==> src/rtl/mod241_pkg.sv <==
// mod241_pkg
//   Shared constants, FSM state type and helper function for the serial
//   modulo-241 reducer and its Horner-step datapath.
package mod241_pkg;

  localparam int MOD    = 241;
  localparam int RES_W  = 8;
  // 2^8 mod 241: lets the datapath fold bits above bit 7 back into the low byte.
  localparam int FOLD_K = 15;

  typedef enum logic [1:0] {
    IDLE = 2'd0,
    RUN  = 2'd1,
    DONE = 2'd2
  } state_t;

  function automatic int ceil_div(input int a, input int b);
    return (a + b - 1) / b;
  endfunction

endpackage

==> src/rtl/mod241_horner_step.sv <==
// mod241_horner_step
//   Purely combinational Horner step: nxt_o = (acc_i * 2^CHUNK + chunk_i) mod 241.
//   acc_i is assumed to already be below 241.
// Ports
//   acc_i    in  8      running residue (< 241)
//   chunk_i  in  CHUNK  next operand chunk, MSB-first
//   nxt_o    out 8      updated residue (< 241)
module mod241_horner_step
  import mod241_pkg::*;
#(
  parameter int CHUNK = 6
) (
  input  logic [RES_W-1:0] acc_i,
  input  logic [CHUNK-1:0] chunk_i,
  output logic [RES_W-1:0] nxt_o
);

  localparam int T_W = RES_W + CHUNK;

  logic [T_W-1:0] t;
  logic [11:0]    fold1;
  logic [8:0]     fold2;

  // acc*2^CHUNK + chunk is just the concatenation.
  assign t = {acc_i, chunk_i};

  // First fold: the high CHUNK bits weigh 2^8 = 15 (mod 241).
  // Worst case (CHUNK=8) is 255 + 15*240 = 3855, so 12 bits suffice.
  assign fold1 = 12'(t[7:0]) + 12'(FOLD_K) * 12'(t[T_W-1:8]);

  // Second fold leaves at most 255 + 15*15 = 480, below 2*241,
  // so a single conditional subtract lands in 0..240.
  assign fold2 = 9'(fold1[7:0]) + 9'(FOLD_K) * 9'(fold1[11:8]);

  assign nxt_o = (fold2 >= 9'(MOD)) ? 8'(fold2 - 9'(MOD)) : fold2[7:0];

endmodule

==> src/rtl/mod241_serial_reducer.sv <==
// mod241_serial_reducer
//   Reduces a wide OP_W-bit operand modulo 241, consuming CHUNK bits per cycle
//   MSB-first through one shared Horner-step datapath. The result appears
//   NCHUNK clock edges after the operand is accepted.
// Ports
//   clk            in   1      clock, rising edge
//   rst            in   1      asynchronous active-high reset
//   in_valid_i     in   1      operand offered
//   in_ready_o     out  1      high only in IDLE
//   in_operand_i   in   OP_W   unsigned operand, sampled on in_valid_i & in_ready_o
//   out_valid_o    out  1      residue available (DONE)
//   out_ready_i    in   1      consumer accepts residue
//   out_residue_o  out  8      residue 0..240, held until the next DONE
//   busy_o         out  1      high in RUN or DONE
module mod241_serial_reducer
  import mod241_pkg::*;
#(
  parameter int OP_W  = 500,
  parameter int CHUNK = 6
) (
  input  logic             clk,
  input  logic             rst,
  input  logic             in_valid_i,
  output logic             in_ready_o,
  input  logic [OP_W-1:0]  in_operand_i,
  output logic             out_valid_o,
  input  logic             out_ready_i,
  output logic [RES_W-1:0] out_residue_o,
  output logic             busy_o
);

  localparam int NCHUNK = ceil_div(OP_W, CHUNK);
  localparam int PAD_W  = NCHUNK * CHUNK;
  localparam int CNT_W  = (NCHUNK > 1) ? $clog2(NCHUNK) : 1;

  state_t           state_q, state_d;
  logic [RES_W-1:0] acc_q, acc_d;
  logic [RES_W-1:0] res_q, res_d;
  logic [PAD_W-1:0] shreg_q, shreg_d;
  logic [CNT_W-1:0] cnt_q, cnt_d;
  logic [RES_W-1:0] step_nxt;

  mod241_horner_step #(
    .CHUNK(CHUNK)
  ) u_step (
    .acc_i  (acc_q),
    .chunk_i(shreg_q[PAD_W-1 -: CHUNK]),
    .nxt_o  (step_nxt)
  );

  always_ff @(posedge clk or posedge rst) begin
    if (rst) begin
      state_q <= IDLE;
      acc_q   <= '0;
      res_q   <= '0;
      shreg_q <= '0;
      cnt_q   <= '0;
    end else begin
      state_q <= state_d;
      acc_q   <= acc_d;
      res_q   <= res_d;
      shreg_q <= shreg_d;
      cnt_q   <= cnt_d;
    end
  end

  always_comb begin
    state_d = state_q;
    acc_d   = acc_q;
    res_d   = res_q;
    shreg_d = shreg_q;
    cnt_d   = cnt_q;
    case (state_q)
      IDLE: begin
        // in_ready is implied by being in IDLE.
        if (in_valid_i) begin
          state_d = RUN;
          // Zero padding at the MSB end makes a partial top chunk harmless.
          shreg_d = PAD_W'(in_operand_i);
          acc_d   = '0;
          cnt_d   = CNT_W'(NCHUNK - 1);
        end
      end
      RUN: begin
        acc_d   = step_nxt;
        shreg_d = shreg_q << CHUNK;
        if (cnt_q == '0) begin
          state_d = DONE;
          // Separate result register so the output survives the next load of acc.
          res_d   = step_nxt;
        end else begin
          cnt_d = cnt_q - CNT_W'(1);
        end
      end
      DONE: begin
        if (out_ready_i) state_d = IDLE;
      end
      default: state_d = IDLE;
    endcase
  end

  assign in_ready_o    = (state_q == IDLE);
  assign out_valid_o   = (state_q == DONE);
  assign busy_o        = (state_q == RUN) || (state_q == DONE);
  assign out_residue_o = res_q;

endmodule

==> config.mk <==
export PLATFORM = sky130hd
export DESIGN_NAME = mod241_serial_reducer
export DESIGN_NICKNAME = d
export VERILOG_FILES = /design/src/rtl/mod241_pkg.sv /design/src/rtl/mod241_horner_step.sv /design/src/rtl/mod241_serial_reducer.sv
export SDC_FILE = /design/constraint.sdc
export NUM_CORES = 1
export LEC_CHECK = 0
export ABC_CLOCK_PERIOD_IN_PS = 26600
export CAP_MARGIN = 20
export CELL_PAD_IN_SITES_DETAIL_PLACEMENT = 1
export CELL_PAD_IN_SITES_GLOBAL_PLACEMENT = 2
export CORE_MARGIN = 2
export CORE_UTILIZATION = 35
export DETAILED_ROUTE_END_ITERATION = 12
export GPL_TIMING_DRIVEN = 0
export HOLD_SLACK_MARGIN = 0.05
export PLACE_DENSITY_LB_ADDON = 0.1
export SLEW_MARGIN = 20
export SYNTH_ARGS = -nofsm -noshare
export SYNTH_HDL_FRONTEND = slang
export SYNTH_SLANG_ARGS = --single-unit
==> constraint.sdc <==
create_clock -name clk -period 26.6 [get_ports clk]
set_input_delay 3.99 -clock clk [delete_from_list [all_inputs] [get_ports clk]]
set_output_delay 3.99 -clock clk [all_outputs]
set_load 0.01 [all_outputs]
=== After elaboration in Yosys (flattened, before gate mapping) ===
Cells that the tools add are included.

* Flip-flop bits (word level): 529
* Latch bits: 0
* Bits in writable memories: 0
* Memory bits (read-only): 0
* Input port bits: 504
* Output and inout bits: 11
* Logic and storage cells: 38
* Memories: 0

* Add/subtract/negate cells: 4
* $mul: 2
* Div/mod/pow operators: 0
* $lt $le $gt $ge: 1
* Eq/ne operators: 6
* Shifts and indexed selects: 0
* Mux-type cells: 12
* Bitwise operators: 0
* Reduce and logical (&&, ||, !) cells: 8

{| class="wikitable"
|+ Operators with widths
! operator !! number
|-
| $pmux W504 S2 || 1
|-
| $mux W504 || 1
|-
| $mux W8 || 2
|-
| $pmux W8 S2 || 1
|-
| $mux W7 || 2
|-
| $pmux W7 S2 || 1
|-
| $add A8 B10 Y11 || 1
|-
| $mul A4 B6 Y10 const A || 1
|-
| $add A8 B8 Y9 || 1
|-
| $ge A9 B8 Y1 const B || 1
|-
| $mul A4 B4 Y8 const A || 1
|-
| $sub A8 B8 Y8 const B || 1
|-
| $logic_not A7 Y1 || 1
|-
| $sub A7 B1 Y7 const B || 1
|-
| $mux W2 || 3
|-
| $ne A2 B2 Y1 const B || 3
|-
| $pmux W2 S3 || 1
|-
| $reduce_and A3 Y1 || 2
|-
| $reduce_and A2 Y1 || 2
|-
| $eq A2 B1 Y1 const B || 1
|-
| $eq A2 B2 Y1 const B || 1
|-
| $logic_not A2 Y1 || 1
|-
| $ne A2 B1 Y1 const B || 1
|-
| $reduce_bool A2 Y1 || 1
|-
| $logic_or A1 B1 Y1 || 1
|}

=== Depth between registers and ports, before layout ===
Gate-level depths: netlist of run 1.

* Depth after elaboration: 7
* Depth in mapped cells: 28
* Mapped depth without buffers: 27

=== By module ===
A second synthesis of run 1 with hierarchy kept.

* Cell total of the unflattened synthesis: 2,474
* Area total of the unflattened synthesis: 25,854.8 sq um

{| class="wikitable"
|+ Modules (own cells, without submodules)
! module !! times used !! cells each !! area each (sq um) !! seq. area each (sq um)
|-
| mod241_serial_reducer || 1 || 2,273 || 24,113.1 || 13,237.7
|-
| mod241_horner_step || 1 || 201 || 1,741.7 || 0.0
|}

=== Least setup slack after synthesis of run 1 ===
No wires, ideal clock.

* Path type: register to register
* Start: register acc_q[2]
* End: register acc_q[1]
* Setup time: 0.136 ns
* Arrival time: 6.628 ns
* Data required time: 26.464 ns
* Setup slack: 19.836 ns
* Cell stages (with the launch flop): 24
* Path buffers: 1
* Period minus slack after synthesis: 6.764 ns
* Cell sequence: dfrtp_1 -> fa_1 -> fa_1 -> inv_1 -> fa_1 -> inv_1 -> ha_1 -> nor2b_1 -> o31a_1 -> o31a_1 -> o21ai_0 -> nand2b_1 -> xor2_1 -> fa_1 -> fa_1 -> fa_1 -> nor3_1 -> nand2_1 -> o32ai_2 -> nor4b_2 -> a311oi_4 -> buf_6 -> mux2i_1 -> o22ai_1

* Word-level cells in the longest chain between the ends: 7
* Elaborated cells on any way between the ends: 8
* Classes of those cells: 3 x add/sub; 2 x mul; 1 x order compare; 2 x mux

{| class="wikitable"
|+ RTL lines
! what !! RTL line !! text
|-
| start, declared || mod241_serial_reducer.sv:37 || <nowiki>logic [RES_W-1:0] acc_q, acc_d;</nowiki>
|-
| start signal, assigned || mod241_serial_reducer.sv:54 || <nowiki>acc_q <= '0;</nowiki>
|-
| start signal, assigned || mod241_serial_reducer.sv:60 || <nowiki>acc_q <= acc_d;</nowiki>
|-
| $mul A4 B6 Y10 * || mod241_horner_step.sv:29 || <nowiki>assign fold1 = 12'(t[7:0]) + 12'(FOLD_K) * 12'(t[T_W-1:8]);</nowiki>
|-
| $add A8 B10 Y11 * || mod241_horner_step.sv:29 ||
|-
| $mul A4 B4 Y8 || mod241_horner_step.sv:33 || <nowiki>assign fold2 = 9'(fold1[7:0]) + 9'(FOLD_K) * 9'(fold1[11:8]);</nowiki>
|-
| $add A8 B8 Y9 * || mod241_horner_step.sv:33 ||
|-
| $sub A8 B8 Y8 or $ge A9 B8 Y1 (tied branches) || mod241_horner_step.sv:35 || <nowiki>assign nxt_o = (fold2 >= 9'(MOD)) ? 8'(fold2 - 9'(MOD)) : fold2[7:0];</nowiki>
|-
| $mux W8 * || mod241_horner_step.sv:35 ||
|-
| $pmux W8 S2 * || mod241_serial_reducer.sv:73 || <nowiki>case (state_q)</nowiki>
|}

Every way passes the cells marked *; elsewhere a longest branch is shown, timed or not.
A chain may end at the register's enable or synchronous reset.

=== Worst setup path in the final report of run 1 ===
Ends and elaborated chain as after synthesis.

==> metrics.log, run 1 <==
INFO  metric routed.top_layer = met5
INFO  metric wirelength = 87000 um
INFO  metric synthesis.nets = 3042
INFO  metric setup_tns = 0 ns
INFO  metric floorplan.die.height = 274 um
INFO  metric detailroute.wirelength.met3 = 5320 um
INFO  metric ctsHtreeMaxLevel = 3
INFO  metric hold_buffers = 0
INFO  metric avgSynthCellArea = 10.3 um^2
INFO  metric drcViolationCount = 0
INFO  metric fp.coreArea = 0.0719 mm^2
INFO  metric detailroute.wirelength.met2 = 42500 um
INFO  metric placement_rows = 98
INFO  metric met1_length = 35900 um
INFO  metric grt_start_max_net_pins = 101
INFO  metric fillerInstances = 7972
INFO  metric layout-area-overhead-vs-synth = 33.7%
INFO  metric nets = 3630
INFO  metric ys_warnings = 0
INFO  metric gp_congestion = 0.856
INFO  metric drt.antenna.violating_nets = 0
INFO  metric grt_pass1_wl = 132000 um
INFO  metric fmaxAchievable = 0.124 GHz
INFO  metric status = completed
INFO  metric dominantRegCellSynth = sky130_fd_sc_hd__dfrtp_1
INFO  metric top_level_ports = 515
INFO  metric cell_types_occupying_the_most_area_after_synthesis = sky130_fd_sc_hd__dfrtp_1, sky130_fd_sc_hd__mux2i_1, sky130_fd_sc_hd__o21ai_0
INFO  metric die-area = 0.0750 mm^2
INFO  metric cp-start-kind = flop
INFO  metric drt_first_pass_iters = 4
INFO  metric die_w = 274 um
INFO  metric grt_util_all_layers = 0.231
INFO  metric initial_antenna_violation_count = 59
INFO  metric cp_common_cell = sky130_fd_sc_hd__fa_1
INFO  metric grt-ovfl-total = 0
INFO  metric avgViaCountPerCell = 5.04
INFO  metric maxCapViolations = 0
INFO  metric endpoint_kind = flop
INFO  metric cts.path.max_buffers = 3
INFO  metric post_detailed_placement_half_perimeter_wirelength = 66600 um
INFO  metric slew_viol_final = 0
INFO  metric io_buffers = 514
INFO  metric synth_area = 0.0255 mm^2
INFO  metric critical_path_class = reg -> reg
INFO  metric rsz_0062_raised_after_global_routing = false
INFO  metric final-hold-violation-count = 0
INFO  metric postSynthRegisterBits = 529
INFO  metric count_of_routing_violations_after_the_opening_detailed_route_iteration = 858
INFO  metric worstSkewPairLatency = 0.60 ns
INFO  metric post_cts_resize_count = 0
INFO  metric max-slew-margin-rel = 0.411
INFO  metric cp.arrival = 8.50 ns
INFO  metric tritoncts.num_buffers = 67
INFO  metric final_min_period_over_clock_period = 0.303
INFO  metric cts_tree = built
INFO  metric postCtsSetupRepairBufs = 0
INFO  metric grt_pass1_vias = 22900
INFO  metric max_slew.worst_pin.slew = 0.884 ns
INFO  metric clockRootBuffer = sky130_fd_sc_hd__clkbuf_16
INFO  metric crit_buf_inv = 3
INFO  metric final_critical_period = 8.05 ns
INFO  metric yosys.cell_types.count = 60
INFO  metric netlist.top_cell.by_area = sky130_fd_sc_hd__dfrtp_1
INFO  metric post-synth-top-area-fraction = 0.519
INFO  metric critical_path.cell_chain = fa_1 > fa_1 > inv_1 > fa_1 > inv_1 > ha_1 > nor2b_1 > o31a_1 > o31a_1 > o21ai_0 > nand2b_1 > xor2_1 > fa_1 > fa_1 > fa_1 > nor3_1 > nand2_1 > o32ai_2 > nor4b_2 > a311oi_4 > buf_6 > mux2i_1 > o22ai_1
INFO  metric critical-path-max-stage-delay = 0.58 ns
INFO  metric cp_max_fo = 10
INFO  metric numClockSinks = 529
INFO  metric wl_per_cell = 21.3 um
INFO  metric final_layout_size_suffix_gt1_frac = 0.0367
INFO  metric worstHoldPathType = reg -> reg
INFO  metric initial_utilization = 0.355
INFO  metric finalClockSkew = 0.0185 ns
INFO  metric required = 27.04 ns
INFO  metric worst_path_max_delay_cell = sky130_fd_sc_hd__fa_1
INFO  metric synth_cells = 2480
INFO  metric synth_edf_count = 0
INFO  metric clkTransAtPathRegs = 0.06 ns
INFO  metric seq_area_frac_synth = 0.519
INFO  metric setup_violations = 0
INFO  metric worst_path_dominant_cell_family = adder cells
INFO  metric ys_async_sr_fraction = 1.00
INFO  metric total_via_count_after_detailed_routing = 20600
## cells in the mapped netlist, drive strengths merged (3+ instances only)
cell	number
dfrtp	529
nor4	4
a21o	3
o21ai	510
mux2i	496
a211oi	3
o21bai	3
a21oi	17
nor2	17
nand2	512
a22o	8
o21a	4
o32ai	3
nand3	15
fa	19
nor4b	3
nor3	11
inv	55
nand2b	3
buf	5
or3	7
ha	39
clkbuf	166
and2	5
xor2	7
xnor2	10
## metal layers
| layer | track usage | vias up |
|---|---|---|
| li1 | - | 9738 |
| met1 | 0.283 | 10200 |
| met2 | 0.381 | 384 |
| met3 | 0.0650 | 192 |
| met4 | 0.0950 | 58 |
| met5 | 0 | - |
## layout by cell type (no fill, tap or decap), drive strengths merged, types with 2 or more instances in the layout
cell type	instances
dfrtp	529
clkdlybuf4s50	514
nand2	512
o21ai	510
mux2i	496
clkbuf	266
inv	56
ha	39
diode	30
fa	19
a21oi	17
nor2	17
nand3	15
nor3	11
xnor2	10
buf	10
a22o	8
clkinv	8
xor2	7
or3	7
and2	5
o21a	4
nor4	4
nand2b	3
a21o	3
o21bai	3
a211oi	3
o32ai	3
nor4b	3
o31a	2
o31ai	2
mux2	2
a32oi	2
## worst register-to-register path: stages (launching register included)
cell	delay [ns]
sky130_fd_sc_hd__dfrtp_1	0.46
sky130_fd_sc_hd__fa_1	0.57
sky130_fd_sc_hd__fa_1	0.52
sky130_fd_sc_hd__inv_1	0.05
sky130_fd_sc_hd__fa_1	0.52
sky130_fd_sc_hd__inv_1	0.05
sky130_fd_sc_hd__ha_1	0.32
sky130_fd_sc_hd__nor2b_1	0.16
sky130_fd_sc_hd__o31a_1	0.30
sky130_fd_sc_hd__o31a_1	0.29
sky130_fd_sc_hd__o21ai_0	0.17
sky130_fd_sc_hd__nand2b_1	0.09
sky130_fd_sc_hd__xor2_1	0.42
sky130_fd_sc_hd__fa_1	0.58
sky130_fd_sc_hd__fa_1	0.57
sky130_fd_sc_hd__fa_1	0.52
sky130_fd_sc_hd__nor3_1	0.51
sky130_fd_sc_hd__nand2_1	0.31
sky130_fd_sc_hd__o32ai_2	0.25
sky130_fd_sc_hd__nor4b_2	0.11
sky130_fd_sc_hd__a311oi_4	0.44
sky130_fd_sc_hd__buf_6	0.22
sky130_fd_sc_hd__mux2i_1	0.37
sky130_fd_sc_hd__o22ai_1	0.11
## cells by family (layout without fill, tap and decap cells)
group / Yosys count / after routing / share of synthesized area
DFF: 529 / 529 / 0.519
buffers and inverters: 226 / 856 / 0.0339
other: 0 / 30 / 0
muxes: 498 / 498 / 0.196
and+or+nand+nor: 585 / 585 / 0.0919
AOI/OAI and AO/OA: 567 / 567 / 0.118
adders and majority gates: 58 / 58 / 0.0341
xor gates and xnor gates: 17 / 17 / 0.00716
## registers in the layout (all words and copies together) (netlist names)
signal and count:
out_residue_o 8, shreg_q 504, cnt_q 7, acc_q 8, state_q 2
## stage by stage
stage	worst slack, ns	instance area [um^2]	utilization	instances	hold slack [ns]
after floorplan	7.83	25500	-	2480	0.450
after global placement	1.06	31800	0.443	3944	0.461
after detailed placement	18.58	32000	0.445	3949	0.470
after CTS	18.57	34000	0.474	4060	0.482
after global routing	18.10	34100	0.474	4085	0.496
final	18.55	34100	0.475	4090	0.478
## worst paths after layout
path | start | endpoint | slack, ns | depth (start not counted)
max in group asynchronous | rst | shreg_q[474] | 20.86 | 5
setup reg to reg | acc_q[2] | acc_q[1] | 18.55 | 23
setup / recovery | acc_q[2] | acc_q[1] | 18.55 | 23
hold / removal | shreg_q[112] | shreg_q[112] | 0.48 | 2
hold reg to reg | shreg_q[112] | shreg_q[112] | 0.48 | 2
min in group asynchronous | rst | shreg_q[85] | 3.85 | 2
## cell type report
class                   count  area [um^2]  share of cell area
repair buffers            519         5280               0.155
clock buffers             100         1960              0.0574
multi-input cells        1725        11400               0.334
diodes                     30         75.1             0.00220
clock inverters            11         90.1             0.00264
well taps                 950         1190              0.0349
flip-flops and latches    529        13200               0.388
plain buffers             171          658              0.0193
inverters                  55          214             0.00627
Power of run 1 is left out: the tool's default activity adds up to more than one toggle a clock period on the data nets, which glitch-free logic cannot reach.
==> run 2: changes to the inputs <==
--- a/config.mk
+++ b/config.mk
@@ -5,12 +5,12 @@
 export SDC_FILE = /design/constraint.sdc
 export NUM_CORES = 1
 export LEC_CHECK = 0
-export ABC_CLOCK_PERIOD_IN_PS = 26600
+export ABC_CLOCK_PERIOD_IN_PS = 6600
 export CAP_MARGIN = 20
 export CELL_PAD_IN_SITES_DETAIL_PLACEMENT = 1
 export CELL_PAD_IN_SITES_GLOBAL_PLACEMENT = 2
 export CORE_MARGIN = 2
-export CORE_UTILIZATION = 35
+export CORE_UTILIZATION = 30
 export DETAILED_ROUTE_END_ITERATION = 12
 export GPL_TIMING_DRIVEN = 0
 export HOLD_SLACK_MARGIN = 0.05
==> constraint.sdc (replaced) <==
create_clock -name clk -period 6.6 [get_ports clk]
set_input_delay 0.99 -clock clk [delete_from_list [all_inputs] [get_ports clk]]
set_output_delay 0.99 -clock clk [all_outputs]
set_load 0.01 [all_outputs]
==> metrics.log, run 2 (same netlist as run 1, synthesis figures left out) <==
INFO  metric status = finished with violations (was completed)
INFO  metric violations_in_the_final_reports = setup timing
INFO  metric final_layout_size_suffix_gt1_frac = 0.0650 (was 0.0367)
INFO  metric worstHoldPathType = reg -> reg (unchanged)
INFO  metric clockRootBuffer = sky130_fd_sc_hd__clkbuf_16 (unchanged)
INFO  metric layout-area-overhead-vs-synth = 38.1% (was 33.7%)
INFO  metric cts_tree = built (unchanged)
INFO  metric tritoncts.num_buffers = 66 (was 67)
INFO  metric io_buffers = 514 (unchanged)
INFO  metric final-hold-violation-count = 0 (unchanged)
INFO  metric post_detailed_placement_half_perimeter_wirelength = 70200 um (was 66600 um)
INFO  metric top_level_ports = 515 (unchanged)
INFO  metric grt-ovfl-total = 0 (unchanged)
INFO  metric critical_path_class = reg -> reg (unchanged)
INFO  metric finalClockSkew = 0.0198 ns (was 0.0185 ns)
INFO  metric drt_first_pass_iters = 4 (unchanged)
INFO  metric maxCapViolations = 0 (unchanged)
INFO  metric fillerInstances = 9337 (was 7972)
INFO  metric die_w = 296 um (was 274 um)
INFO  metric top_register = shreg_q (unchanged)
INFO  metric count_of_routing_violations_after_the_opening_detailed_route_iteration = 708 (was 858)
INFO  metric initial_antenna_violation_count = 45 (was 59)
INFO  metric avgViaCountPerCell = 4.79 (was 5.04)
INFO  metric grt_start_max_net_pins = 34 (was 101)
INFO  metric largest_reg_flops = 504 (unchanged)
INFO  metric grt_util_all_layers = 0.206 (was 0.231)
INFO  metric placement_rows = 106 (was 98)
INFO  metric cp.arrival = 7.28 ns (was 8.50 ns)
INFO  metric final.setup.worst_slack = -0.233 ns (was 18.55 ns)
INFO  metric required = 7.05 ns (was 27.04 ns)
INFO  metric wl_per_cell = 21.0 um (was 21.3 um)
INFO  metric final_min_period_over_clock_period = 1.04 (was 0.303)
INFO  metric final.hold.worst_slack = 0.478 ns (about the same)
INFO  metric final_critical_period = 6.83 ns (was 8.05 ns)
INFO  metric detailedPlace.worstSlack = -1.10 ns (was 18.58 ns)
INFO  metric mostFrequentLayoutCell = sky130_fd_sc_hd__dfrtp_1 (unchanged)
INFO  metric ctsHtreeMaxLevel = 3 (unchanged)
INFO  metric fp.coreArea = 0.0840 mm^2 (was 0.0719 mm^2)
INFO  metric drt.antenna.violating_nets = 0 (unchanged)
INFO  metric min_delay_startpoint = shreg_q[139] (was shreg_q[112])
INFO  metric cp-start-kind = flop (unchanged)
INFO  metric numClockSinks = 529 (unchanged)
INFO  metric regToRegStartpoint = acc_q[6] (was acc_q[2])
INFO  metric setup_violations = 16 (was 0)
INFO  metric slew_viol_final = 0 (unchanged)
INFO  metric drcViolationCount = 0 (unchanged)
INFO  metric utilization = 0.419 (was 0.475)
INFO  metric cp_max_fo = 5 (was 10)
INFO  metric clkTransAtPathRegs = 0.06 ns (about the same)
INFO  metric cts.path.max_buffers = 3 (unchanged)
INFO  metric wirelength = 90600 um (was 87000 um)
INFO  metric critPathLaunch = acc_q[6] (was acc_q[2])
INFO  metric floorplan.die.height = 296 um (was 274 um)
INFO  metric endpoint_kind = flop (unchanged)
INFO  metric max-slew-margin-rel = 0.338 (was 0.411)
INFO  metric rsz_0062_raised_after_global_routing = true (was false)
INFO  metric grt_pass1_vias = 23400 (was 22900)
INFO  metric fmaxAchievable = 0.146 GHz (was 0.124 GHz)
INFO  metric initial_utilization = 0.304 (was 0.355)
INFO  metric die-area = 0.0873 mm^2 (was 0.0750 mm^2)
INFO  metric gp_congestion = 0.807 (was 0.856)
INFO  metric grt_pass1_wl = 137000 um (was 132000 um)
INFO  metric hold_buffers = 0 (unchanged)
INFO  metric worstSkewPairLatency = 0.59 ns (was 0.60 ns)
INFO  metric total_via_count_after_detailed_routing = 20700 (was 20600)
INFO  metric max_slew.worst_pin.slew = 0.993 ns (was 0.884 ns)
INFO  metric layout_common_cells = sky130_fd_sc_hd__dfrtp_1, sky130_fd_sc_hd__clkdlybuf4s50_1, sky130_fd_sc_hd__nand2_1, sky130_fd_sc_hd__o21ai_0, sky130_fd_sc_hd__mux2i_1 (unchanged)
INFO  metric nets = 3669 (was 3630)
## run 2: cell count changes in the layout (fill, tap and decap cells not counted), sizes merged, moves of 2 or more
| cell | before | now |
|---|---|---|
| clkinvlp | 1 | 3 |
| diode | 30 | 25 |
| clkinv | 8 | 5 |
| buf | 10 | 50 |
| clkbuf | 266 | 268 |
| bufinv | 1 | 4 |
## run 2: through the flow
step | instances | setup TNS [ns] | area (um^2)
after CTS | 4278 | -5.43 | 34900
after floorplan | 2480 | -835.88 | 25500
after detailed placement | 4147 | -11.88 | 32500
final | 4312 | -2.02 | 35200
after global routing | 4305 | -5.68 | 35200
after global placement | 4128 | -2875.22 | 32100
## run 2: timing repair
action / CTS / global route
setup endpoints to repair: 16 / 16
setup buffers: 17 / 9
pin swaps: 26 / 26
gates resized for setup: 32 / 26
## run 2: final cells by class
type                            count  area (um^2)  area share
Tap cell                         1134         1420      0.0403
Clock buffer                      102         2010      0.0571
Antenna cell                       25         62.6     0.00178
Multi-Input combinational cell   1725        11700       0.332
Clock inverter                     12          170     0.00483
Timing Repair Buffer              559         5750       0.163
Inverter                           55          214     0.00608
Sequential cell                   529        13200       0.376
Buffer                            171          659      0.0187
## run 2: worst max-delay path: stages (launching register included)
cell and delay, ns:
sky130_fd_sc_hd__dfrtp_2 0.44, sky130_fd_sc_hd__clkinvlp_4 0.14, sky130_fd_sc_hd__fa_1 0.49, sky130_fd_sc_hd__inv_1 0.05
sky130_fd_sc_hd__fa_1 0.50, sky130_fd_sc_hd__inv_1 0.06, sky130_fd_sc_hd__fa_1 0.47, sky130_fd_sc_hd__inv_1 0.06
sky130_fd_sc_hd__ha_1 0.32, sky130_fd_sc_hd__o21a_1 0.13, sky130_fd_sc_hd__o31a_1 0.12, sky130_fd_sc_hd__o31a_1 0.27
sky130_fd_sc_hd__o21ai_1 0.13, sky130_fd_sc_hd__nand2b_1 0.10, sky130_fd_sc_hd__xor2_2 0.17, sky130_fd_sc_hd__fa_2 0.58
sky130_fd_sc_hd__fa_1 0.47, sky130_fd_sc_hd__fa_2 0.45, sky130_fd_sc_hd__a211oi_4 0.33, sky130_fd_sc_hd__nor2_4 0.09
sky130_fd_sc_hd__xnor2_4 0.25, sky130_fd_sc_hd__nor4b_4 0.10, sky130_fd_sc_hd__a311oi_4 0.35, sky130_fd_sc_hd__buf_6 0.20
sky130_fd_sc_hd__mux2i_4 0.31, sky130_fd_sc_hd__o22ai_2 0.10
## run 2: path summary, 6_finish.rpt
check	cells past startpoint	end	slack [ns]
setup / recovery	25	acc_q[1]	-0.23
min in group asynchronous	2	state_q[0]	0.80
hold reg to reg	2	shreg_q[139]	0.48
hold / removal	2	shreg_q[139]	0.48
max in group asynchronous	6	shreg_q[57]	4.58
setup reg to reg	25	acc_q[1]	-0.23
## run 2: metal layers
metal	vias up	routed length (um)	part of all wire	GRT usage
met2	360	46800	0.52	0.369
li1	9822	-	-	-
met3	158	4880	0.054	0.0542
met5	-	287	0.0032	0
met4	42	2440	0.027	0.0666
met1	10300	36100	0.40	0.239
Power of run 2 is left out for the same reason.
==> run 3: changes to the inputs <==
--- a/config.mk
+++ b/config.mk
@@ -11,6 +11,7 @@
 export CELL_PAD_IN_SITES_GLOBAL_PLACEMENT = 2
 export CORE_MARGIN = 2
 export CORE_UTILIZATION = 30
+export CTS_BUF_LIST = sky130_fd_sc_hd__clkbuf_2 sky130_fd_sc_hd__clkbuf_4 sky130_fd_sc_hd__clkbuf_8
 export DETAILED_ROUTE_END_ITERATION = 12
 export GPL_TIMING_DRIVEN = 0
 export HOLD_SLACK_MARGIN = 0.05
==> metrics.log, run 3 (same netlist as run 1, synthesis figures left out) <==
INFO  metric status = finished with violations (unchanged)
INFO  metric violations_in_the_final_reports = setup timing (unchanged)
INFO  metric setup_violations = 14 (was 16)
INFO  metric top_level_ports = 515 (unchanged)
INFO  metric crit_buf_inv = 3 (was 5)
INFO  metric final-hold-violation-count = 0 (unchanged)
INFO  metric fillerInstances = 9400 (was 9337)
INFO  metric die-area = 0.0873 mm^2 (unchanged)
INFO  metric gp_congestion = 0.807 (unchanged)
INFO  metric cts.path.max_buffers = 3 (unchanged)
INFO  metric worstHoldPathType = reg -> reg (unchanged)
INFO  metric final.setup.worst_slack = -0.150 ns (was -0.233 ns)
INFO  metric worst_path_max_delay_cell = sky130_fd_sc_hd__fa_1 (was sky130_fd_sc_hd__fa_2)
INFO  metric cts_tree = built (unchanged)
INFO  metric nets = 3710 (was 3669)
INFO  metric largest_reg_flops = 504 (unchanged)
INFO  metric wl_per_cell = 20.8 um (was 21.0 um)
INFO  metric final.hold.worst_slack = 0.479 ns (was 0.478 ns)
INFO  metric hold_buffers = 0 (unchanged)
INFO  metric fp.coreArea = 0.0840 mm^2 (unchanged)
INFO  metric fmaxAchievable = 0.148 GHz (was 0.146 GHz)
INFO  metric tritoncts.num_buffers = 99 (was 66)
INFO  metric final_layout_size_suffix_gt1_frac = 0.0916 (was 0.0650)
INFO  metric grt_pass1_wl = 138000 um (was 137000 um)
INFO  metric grt-ovfl-total = 0 (unchanged)
INFO  metric slew_viol_final = 0 (unchanged)
INFO  metric worst_path_dominant_cell_family = adder cells (unchanged)
INFO  metric io_buffers = 514 (unchanged)
INFO  metric critical_path_class = reg -> reg (unchanged)
INFO  metric endpoint_kind = flop (unchanged)
INFO  metric initial_utilization = 0.304 (unchanged)
INFO  metric total_via_count_after_detailed_routing = 20900 (was 20700)
INFO  metric grt_pass1_vias = 23700 (was 23400)
INFO  metric floorplan.die.height = 296 um (unchanged)
INFO  metric worstSkewPairLatency = 0.72 ns (was 0.59 ns)
INFO  metric wirelength = 91200 um (was 90600 um)
INFO  metric grt_start_max_net_pins = 34 (unchanged)
INFO  metric rsz_0062_raised_after_global_routing = true (unchanged)
INFO  metric required = 7.14 ns (was 7.05 ns)
INFO  metric max-slew-margin-rel = 0.350 (was 0.338)
INFO  metric critical-path-max-stage-delay = 0.56 ns (was 0.58 ns)
INFO  metric cp.arrival = 7.29 ns (was 7.28 ns)
INFO  metric clockRootBuffer = sky130_fd_sc_hd__clkbuf_8 (was sky130_fd_sc_hd__clkbuf_16)
INFO  metric avgViaCountPerCell = 4.77 (was 4.79)
INFO  metric count_of_routing_violations_after_the_opening_detailed_route_iteration = 730 (was 708)
INFO  metric dp_cells = 4147 (unchanged)
INFO  metric finalClockSkew = 0.0292 ns (was 0.0198 ns)
INFO  metric placement_rows = 106 (unchanged)
INFO  metric layout.cells.non_filler = 4382 (was 4312)
INFO  metric maxCapViolations = 0 (unchanged)
INFO  metric layout-area-overhead-vs-synth = 38.5% (was 38.1%)
INFO  metric final_critical_period = 6.75 ns (was 6.83 ns)
INFO  metric top_register = shreg_q (unchanged)
INFO  metric cp-start-kind = flop (unchanged)
INFO  metric drt_first_pass_iters = 4 (unchanged)
INFO  metric post_detailed_placement_half_perimeter_wirelength = 70200 um (unchanged)
INFO  metric cp_common_cell = sky130_fd_sc_hd__fa_1 (unchanged)
INFO  metric clkTransAtPathRegs = 0.06 ns (about the same)
INFO  metric numClockSinks = 529 (unchanged)
INFO  metric initial_antenna_violation_count = 48 (was 45)
INFO  metric drt.antenna.violating_nets = 0 (unchanged)
INFO  metric final_min_period_over_clock_period = 1.02 (was 1.04)
INFO  metric mostFrequentLayoutCell = sky130_fd_sc_hd__dfrtp_1 (unchanged)
INFO  metric max_slew.worst_pin.slew = 0.974 ns (was 0.993 ns)
INFO  metric grt_util_all_layers = 0.207 (was 0.206)
INFO  metric cp_max_fo = 5 (unchanged)
INFO  metric layout_common_cells = sky130_fd_sc_hd__dfrtp_1, sky130_fd_sc_hd__clkdlybuf4s50_1, sky130_fd_sc_hd__nand2_1, sky130_fd_sc_hd__o21ai_0, sky130_fd_sc_hd__mux2i_1 (unchanged)
INFO  metric ctsHtreeMaxLevel = 3 (unchanged)
INFO  metric drcViolationCount = 0 (unchanged)
INFO  metric die_w = 296 um (unchanged)
INFO  metric utilization = 0.421 (was 0.419)
INFO  metric critical_path.cell_chain = fa_1 > fa_1 > inv_2 > fa_1 > inv_2 > ha_4 > nor2b_4 > o31a_1 > o31a_1 > o21ai_1 > nand2b_1 > xor2_2 > fa_1 > fa_1 > fa_2 > a211oi_4 > nor2_4 > xnor2_4 > nor4b_4 > a311oi_4 > buf_6 > mux2i_4 > o22ai_1
-- run 3: final timing paths --
check                           depth (start not counted)  slack [ns]    startpoint               end
worst min register to register                          2        0.48  shreg_q[306]      shreg_q[306]
worst max-delay path                                   23       -0.15      acc_q[3]          acc_q[1]
worst min-delay path                                    2        0.48  shreg_q[306]      shreg_q[306]
max in group asynchronous                               6        4.70           rst       shreg_q[57]
worst max register to register                         23       -0.15      acc_q[3]          acc_q[1]
min in group asynchronous                               2        0.71           rst  out_residue_o[3]
-- run 3: stage by stage --
| step | setup slack (ns) | setup TNS, ns | cell area, um^2 |
|---|---|---|---|
| 4_1_cts | -0.347 | -4.44 | 34900 |
| 3_3_place_gp | -5.49 | -2875.22 | 32100 |
| 5_1_grt | -0.397 | -4.97 | 35300 |
| 2_1_floorplan | -1.58 | -835.88 | 25500 |
| 3_5_place_dp | -1.10 | -11.88 | 32500 |
| 6_report | -0.150 | -1.40 | 35300 |
-- run 3: worst register-to-register path, stage by stage (launching register included) --
cell,delay [ns]
sky130_fd_sc_hd__dfrtp_2,0.44
sky130_fd_sc_hd__fa_1,0.54
sky130_fd_sc_hd__fa_1,0.54
sky130_fd_sc_hd__inv_2,0.04
sky130_fd_sc_hd__fa_1,0.54
sky130_fd_sc_hd__inv_2,0.05
sky130_fd_sc_hd__ha_4,0.22
sky130_fd_sc_hd__nor2b_4,0.13
sky130_fd_sc_hd__o31a_1,0.27
sky130_fd_sc_hd__o31a_1,0.26
sky130_fd_sc_hd__o21ai_1,0.13
sky130_fd_sc_hd__nand2b_1,0.10
sky130_fd_sc_hd__xor2_2,0.17
sky130_fd_sc_hd__fa_1,0.56
sky130_fd_sc_hd__fa_1,0.49
sky130_fd_sc_hd__fa_2,0.43
sky130_fd_sc_hd__a211oi_4,0.32
sky130_fd_sc_hd__nor2_4,0.09
sky130_fd_sc_hd__xnor2_4,0.25
sky130_fd_sc_hd__nor4b_4,0.10
sky130_fd_sc_hd__a311oi_4,0.34
sky130_fd_sc_hd__buf_6,0.19
sky130_fd_sc_hd__mux2i_4,0.29
sky130_fd_sc_hd__o22ai_1,0.11
-- run 3: layer usage --
metal,up-vias,global-route usage,part of all wire
met4,48,0.0695,0.025
met3,181,0.0634,0.061
met5,-,0,0.0037
li1,9909,-,-
met2,398,0.365,0.51
met1,10400,0.237,0.40
-- run 3: area by class of cell --
| type | instances | area [um^2] | area share |
|---|---|---|---|
| tap | 1134 | 1420 | 0.0402 |
| timing repair buffer | 568 | 5850 | 0.166 |
| multi-input combinational | 1725 | 11800 | 0.333 |
| antenna | 26 | 65.1 | 0.00184 |
| inverter | 55 | 214 | 0.00606 |
| buffer | 170 | 648 | 0.0183 |
| clock inverter | 19 | 163 | 0.00460 |
| clock buffer | 156 | 1960 | 0.0555 |
| sequential | 529 | 13200 | 0.375 |
-- run 3: repair_timing --
action	4_1_cts	5_1_grt
gates cloned	0	0
buffers inserted	18	17
pin swaps	28	32
resized for setup	34	35
setup endpoints to repair	16	16
Power of run 3 is left out for the same reason.
